**src/rtl/switch_box_config_sequencer_if.sv**
```systemverilog
// switch_box_config_sequencer_if
// Purpose: valid/ready word stream that feeds header and payload words
//          from the fabric configuration port into the sequencer.
// Signals:
//   in_data   32-bit header or payload word (source -> sequencer)
//   in_valid  in_data is valid            (source -> sequencer)
//   in_ready  sequencer can take a word   (sequencer -> source)
// Modports:
//   master  the word source (drives data/valid, observes ready)
//   slave   the sequencer   (observes data/valid, drives ready)
interface switch_box_config_sequencer_if;
  logic [31:0] in_data;
  logic        in_valid;
  logic        in_ready;

  modport master (output in_data, output in_valid, input in_ready);
  modport slave  (input in_data, input in_valid, output in_ready);
endinterface

```
**src/rtl/switch_box_config_sequencer.sv**
```systemverilog
// switch_box_config_sequencer
// Purpose: takes a header-plus-payload word stream and writes each payload
//          word into one switch box (or all of them, for broadcast) over a
//          shared config_data bus with per-tile one-cycle config_en pulses.
// Ports:
//   clk          clock, all state changes on the rising edge
//   reset        synchronous active-high reset
//   start        begin a load transaction (IDLE only)
//   abort        cancel the transaction in progress
//   bus          slave side of the word stream (in_data/in_valid/in_ready)
//   config_data  shared 32-bit configuration bus
//   config_en    per-tile write enable, one bit per switch box
//   busy         high whenever the sequencer is not idle
//   done         one-cycle pulse alongside the final config_en
//   error        one-cycle pulse after a rejected header
// Header word: first = [15:0], count = [30:16], bcast = [31].
module switch_box_config_sequencer #(
  parameter int NUM_TILES = 16,
  parameter int IDX_W     = $clog2(NUM_TILES)
) (
  input  logic                 clk,
  input  logic                 reset,
  input  logic                 start,
  input  logic                 abort,
  switch_box_config_sequencer_if.slave bus,
  output logic [31:0]          config_data,
  output logic [NUM_TILES-1:0] config_en,
  output logic                 busy,
  output logic                 done,
  output logic                 error
);

  typedef enum logic [1:0] {
    IDLE = 2'd0,
    HDR  = 2'd1,
    DATA = 2'd2
  } state_t;

  localparam logic [16:0] TILES_17 = 17'(NUM_TILES);

  state_t               state, state_nxt;
  logic [IDX_W-1:0]     idx, idx_nxt;
  logic [14:0]          remaining, remaining_nxt;
  logic                 bcast, bcast_nxt;
  logic [31:0]          config_data_nxt;
  logic [NUM_TILES-1:0] config_en_nxt;
  logic                 done_nxt, error_nxt;

  logic                 xfer;
  logic [15:0]          hdr_first;
  logic [14:0]          hdr_count;
  logic                 hdr_bcast;
  logic [16:0]          hdr_end;
  logic                 hdr_bad;

  // Abort blocks acceptance in the same cycle so a word offered alongside
  // abort is never consumed.
  assign bus.in_ready = ((state == HDR) || (state == DATA)) && !abort;
  assign xfer         = bus.in_valid && bus.in_ready;

  // Header decode; the range sum is one bit wider than first so a large
  // first+count cannot wrap around and slip past the tile-count check.
  always_comb begin
    hdr_first = bus.in_data[15:0];
    hdr_count = bus.in_data[30:16];
    hdr_bcast = bus.in_data[31];
    hdr_end   = {1'b0, hdr_first} + {2'b00, hdr_count};
    hdr_bad   = (hdr_count == 15'd0) || (hdr_end > TILES_17) ||
                (hdr_bcast && (hdr_count != 15'd1));
  end

  // Next-state and next-output logic. config_en/done/error default to zero
  // so every pulse lasts exactly one cycle; config_data holds by default.
  always_comb begin
    state_nxt       = state;
    idx_nxt         = idx;
    remaining_nxt   = remaining;
    bcast_nxt       = bcast;
    config_data_nxt = config_data;
    config_en_nxt   = '0;
    done_nxt        = 1'b0;
    error_nxt       = 1'b0;

    case (state)
      IDLE: begin
        if (start && !abort) begin
          state_nxt = HDR;
        end
      end

      HDR: begin
        if (abort) begin
          state_nxt = IDLE;
        end else if (xfer) begin
          if (hdr_bad) begin
            error_nxt = 1'b1;
            state_nxt = IDLE;
          end else begin
            idx_nxt       = hdr_first[IDX_W-1:0];
            remaining_nxt = hdr_count;
            bcast_nxt     = hdr_bcast;
            state_nxt     = DATA;
          end
        end
      end

      DATA: begin
        if (abort) begin
          state_nxt = IDLE;
        end else if (xfer) begin
          config_data_nxt = bus.in_data;
          config_en_nxt   = bcast ? '1 : (NUM_TILES'(1) << idx);
          idx_nxt         = idx + IDX_W'(1);
          remaining_nxt   = remaining - 15'd1;
          if (remaining == 15'd1) begin
            done_nxt  = 1'b1;
            state_nxt = IDLE;
          end
        end
      end

      default: begin
        state_nxt = IDLE;
      end
    endcase
  end

  // State and registered outputs; busy is registered from the next state so
  // it always tracks the state register.
  always_ff @(posedge clk) begin
    if (reset) begin
      state       <= IDLE;
      idx         <= '0;
      remaining   <= '0;
      bcast       <= 1'b0;
      config_data <= '0;
      config_en   <= '0;
      done        <= 1'b0;
      error       <= 1'b0;
      busy        <= 1'b0;
    end else begin
      state       <= state_nxt;
      idx         <= idx_nxt;
      remaining   <= remaining_nxt;
      bcast       <= bcast_nxt;
      config_data <= config_data_nxt;
      config_en   <= config_en_nxt;
      done        <= done_nxt;
      error       <= error_nxt;
      busy        <= (state_nxt != IDLE);
    end
  end

endmodule
```
**src/flat_wrapper.sv**
```systemverilog
// flat-port wrapper written by rule: the top's interface ports become plain ports
module switch_box_config_sequencer_flat 
#(
  parameter int NUM_TILES = 16,
  parameter int IDX_W     = $clog2(NUM_TILES)
)
  (clk, reset, start, abort, config_data, config_en, busy, done, error, bus_in_data, bus_in_valid, bus_in_ready);
  switch_box_config_sequencer_if bus_i ();
  input  logic clk;
  input  logic reset;
  input  logic start;
  input  logic abort;
  output logic [31:0] config_data;
  output logic [NUM_TILES-1:0] config_en;
  output logic busy;
  output logic done;
  output logic error;
  input wire logic [$bits(bus_i.in_data)-1:0] bus_in_data;
  input wire logic [$bits(bus_i.in_valid)-1:0] bus_in_valid;
  output wire logic [$bits(bus_i.in_ready)-1:0] bus_in_ready;
  assign bus_i.in_data = bus_in_data;
  assign bus_i.in_valid = bus_in_valid;
  assign bus_in_ready = bus_i.in_ready;
  switch_box_config_sequencer #(.NUM_TILES(NUM_TILES), .IDX_W(IDX_W)) u_core (.clk(clk), .reset(reset), .start(start), .abort(abort), .bus(bus_i), .config_data(config_data), .config_en(config_en), .busy(busy), .done(done), .error(error));
endmodule
```
**config.mk**
```make
export PLATFORM = sky130hd
export DESIGN_NAME = switch_box_config_sequencer_flat
export DESIGN_NICKNAME = d
export VERILOG_FILES = /design/src/rtl/switch_box_config_sequencer_if.sv /design/src/rtl/switch_box_config_sequencer.sv /design/src/flat_wrapper.sv
export SDC_FILE = /design/constraint.sdc
export NUM_CORES = 1
export LEC_CHECK = 0
export ABC_AREA = 1
export BUFFER_PORTS_ARGS = -buffer_cell sky130_fd_sc_hd__buf_2
export CAP_MARGIN = 10
export CELL_PAD_IN_SITES_DETAIL_PLACEMENT = 1
export CELL_PAD_IN_SITES_GLOBAL_PLACEMENT = 1
export CORE_MARGIN = 4
export CORE_UTILIZATION = 39
export CTS_BUF_LIST = sky130_fd_sc_hd__clkbuf_8
export DETAILED_ROUTE_END_ITERATION = 12
export PLACE_DENSITY_LB_ADDON = 0.1
export SYNTH_ARGS = -nofsm -noshare
export SYNTH_HDL_FRONTEND = slang
export SYNTH_SLANG_ARGS = --single-unit
```
**constraint.sdc**
```tcl
create_clock -name clk -period 4.9 [get_ports clk]
set_input_delay 0.49 -clock clk [delete_from_list [all_inputs] [get_ports clk]]
set_output_delay 0.49 -clock clk [all_outputs]
set_load 0.01 [all_outputs]
```
==> implementation parameters <==
Parameter                              Value

Global routing
  Number of antenna violations at the first check in global routing    0
  First-pass GRT wire length    roughly 24 mm
  Number of global-route vias before repair    5013
  Pin count of the biggest net entering global routing    54
  Total track usage    22.9%
  Leftover overflow at the end of global routing    0

Logic synthesis
  Average instance area after synthesis    ~6.4 sq um
  Async set or reset register ratio after synthesis    0%
  Sequential cell area fraction in the yosys report    32.1%
  Post-synth design cell area    4560 sq um
  Commonest cells in the netlist    173 x sky130_fd_sc_hd__nand2_1, 135 x sky130_fd_sc_hd__nor2_1, 81 x sky130_fd_sc_hd__inv_1
  Top post-synthesis cells by area    sky130_fd_sc_hd__dfxtp_1 32%, sky130_fd_sc_hd__nand2_1 14%, sky130_fd_sc_hd__nor2_1 11%
  Dominant synthesized flop cell    sky130_fd_sc_hd__dfxtp_1
  Total of flip-flops plus latches after synthesis    73
  Share of Yosys cell area claimed by the top area cell type    between 30% and 40%
  Synth warnings    0
  Cell with the most instances after synthesis    sky130_fd_sc_hd__nand2_1
  Number of unique standard cell types used by synthesis    38
  Number of enable-type register cells in the synthesized netlist    0
  Synthesized net count    ~800
  Post-Syn Instances    717
  Leading area contributor after synthesis    sky130_fd_sc_hd__dfxtp_1

Placed design
  Pre-CTS worst setup slack    around 1.8 ns
  Placement Cell Area    5090 sq um
  Gpl congestion    0.842
  Half-perimeter wire length after placement    11.6 mm
  Number of buffer cells added on primary ports    88

Worst setup path
  Endpoint class of the critical path    flop
  Ordered list of cells on the worst path    buf_2 > ha_1 > fa_1 > nand2_1 > nand2_1 > nand3_1 > nand2_1 > nand2_1 > nand2_1 > nor2_1 > nand4_1 > nor2_4 > nand2_4 > nand2_8 > nand2_4 > nand2_1 > nand2_1 > nor2_1
  Required time worst endpoint    5.18 ns
  Cell with the most instances on the worst path    sky130_fd_sc_hd__nand2_1
  Maximum single-stage delay on the critical path    0.47 ns
  Kind of critical path    in -> reg
  Critical path's slowest cell    sky130_fd_sc_hd__fa_1
  Startpoint kind of the worst setup timing path    primary input
  Largest fanout of any net on the critical path    27
  Data arrival time of the critical path    3.04 ns
  Length in cells of the worst reg-to-reg path    7

Hold path
  Tightest Hold Check Type    in -> reg
  WHS Path Cells    2

Final layout
  Fraction of final layout cells with drive strength greater than 1    15.4%
  Area of the multi-input gates    2680 sq um
  Design Area, Final    5300 sq um
  Sequential standard cell area    1460 sq um
  Number of nets at the end of the flow    861
  Layout fillers    ~1.6k
  Post-layout utilization of the core    46.4%
  Diode count    0
  Area growth from synthesis to layout    16.1%

CTS
  TritonCTS clock tree    done
  Cts repair resizes    0
  CTS sink count    73
  Inserted Clock Buffers    9
  Max Buffers Root-to-Sink    2
  Post-CTS setup buffers    0
  Deepest level of the CTS H-tree    3
  Post-CTS Hold Fix Bufs    0
  Post-CTS clock slew at the launch and capture registers of the worst setup and hold paths    0.08 ns
  CTS root buffer    sky130_fd_sc_hd__clkbuf_8
  Clock latency on the worst-skew pair    0.34 ns

STA
  Number of hold violations in the final report    0
  Worst hold-check slack    0.347 ns
  Slew HR    33.4%
  RSZ-0062 raised after global routing    no
  Clock tree skew after final layout    0.00663 ns
  Total negative setup slack    0 ns
  Slew of the pin with the lowest slew margin    0.999 ns
  Post-route clock period utilization    between 50% and 60%
  Number of pins with negative max-slew slack in the final report    0
  Smallest setup slack after layout    2.14 ns
  Fmax    around 360 MHz
  Final setup violation count    0
  Final period demand of the worst path    2.76 ns

Drt
  Vias per cell    slightly above 5
  Drt pass-1 iters    4
  Detailed-route wire length per cell    15.8 um
  Residual DRC    0
  Count of vias placed by the detailed router    approximately 4.8k
  Count of antenna-violating nets left after detailed routing    0
  Initial detailed-routing violation count    258
  Aggregate routed wire length    14.9 mm

Power
  Max rail drop VDD    0.142 mV
  Pleak    approximately 2.9 nW
  Power Dens Cells    247 nW/um^2

Floorplan
  Number of placement rows    39
  Top-level port count    89
  Die X-Extent    116 um
  Core box area    11400 sq um
  Starting utilization of the core area    39.9%
  Die ar.    13500 sq um
  Die Y-Extent    116 um

Status
  Result of the run    finished, final reports clean

Run
  Max-capacitance violation count    0
==> worst max-delay path, delay by kind of cell <==
family	cells	cell delay (ns)
AND/OR/NAND/NOR	15	1.61
adder cells (fa/ha/maj)	2	0.75
buffers and inverters	1	0.17
==> final timing paths <==
check / to / startpoint / slack (ns)
worst max-delay path: u_core.remaining[6]$_SDFFE_PP0P_ / bus_in_data[16] / 2.14
worst min-delay path: u_core.error$_SDFF_PP0_ / reset / 0.35
worst max register to register: u_core.config_data[28]$_SDFFE_PP0P_ / u_core.state[0]$_SDFF_PP0_ / 2.28
worst min register to register: u_core.config_data[14]$_SDFFE_PP0P_ / u_core.config_data[14]$_SDFFE_PP0P_ / 0.52
==> flip-flops by register name (all words and copies together), names as in the netlist <==
name,cells
u_core.remaining,15
u_core.done,1
u_core.bcast,1
u_core.state,2
u_core.error,1
u_core.config_data,32
u_core.busy,1
u_core.idx,4
u_core.config_en,16
==> report_power, final <==
group	internal [mW]	switching, mW
registers	0.595	0.00256
clock network	0.215	0.250
logic	0.0809	0.162
==> cells by family after synthesis <==
kind of cell	after synthesis	synth area share (%)
AND/OR/NAND/NOR	397	37.3
flip-flops	73	32.1
AO/OA/AOI/OAI	99	11.3
multiplexers	3	0.659
buffers and inverters	109	9.33
adder cells (fa/ha/maj)	28	7.85
XOR/XNOR	8	1.54
==> per-stage QoR <==
step           total power, mW  instances
4_1_cts                   1.32        943
3_3_place_gp             0.844        927
6_report                  1.31        944
2_1_floorplan            0.772        717
5_1_grt                   1.37        944
3_5_place_dp             0.854        927
==> final cells by class <==
class                      count  area share, %
tap                          143           3.38
sequential                    73           27.6
multi-input combinational    535           50.5
clock buffer                  11           2.86
timing repair buffer          91           8.81
inverter                      86           6.10
clock inverter                 5          0.733
==> layout by cell type (no fill, tap or decap), types with 2 or more instances in the layout <==
cell type	count
sky130_fd_sc_hd__a21oi_1	41
sky130_fd_sc_hd__a31oi_1	3
sky130_fd_sc_hd__and2_1	3
sky130_fd_sc_hd__buf_2	88
sky130_fd_sc_hd__buf_4	2
sky130_fd_sc_hd__clkbuf_8	11
sky130_fd_sc_hd__clkinv_1	3
sky130_fd_sc_hd__clkinv_4	2
sky130_fd_sc_hd__dfxtp_1	73
sky130_fd_sc_hd__ha_1	27
sky130_fd_sc_hd__inv_1	81
sky130_fd_sc_hd__inv_2	2
sky130_fd_sc_hd__mux2i_1	3
sky130_fd_sc_hd__nand2_1	173
sky130_fd_sc_hd__nand2_4	2
sky130_fd_sc_hd__nand3_1	51
sky130_fd_sc_hd__nand3_2	2
sky130_fd_sc_hd__nand3b_1	10
sky130_fd_sc_hd__nand4_1	6
sky130_fd_sc_hd__nor2_1	134
sky130_fd_sc_hd__nor2_2	3
sky130_fd_sc_hd__nor2_4	2
sky130_fd_sc_hd__nor3_1	4
sky130_fd_sc_hd__nor4_1	2
sky130_fd_sc_hd__o21ai_0	50
sky130_fd_sc_hd__o31ai_1	2
sky130_fd_sc_hd__xnor2_1	3
sky130_fd_sc_hd__xor2_1	5
==> per-layer routing <==
metal | vias up | global-route usage, % | share of wire, %
met5 | - | 0 | 0
met4 | 0 | 3.48 | 0.38
met3 | 4 | 4.92 | 6.9
met2 | 118 | 39.3 | 45
met1 | 2255 | 30.3 | 47
li1 | 2437 | - | -
No activity file was read; power rests on OpenSTA's default activity.
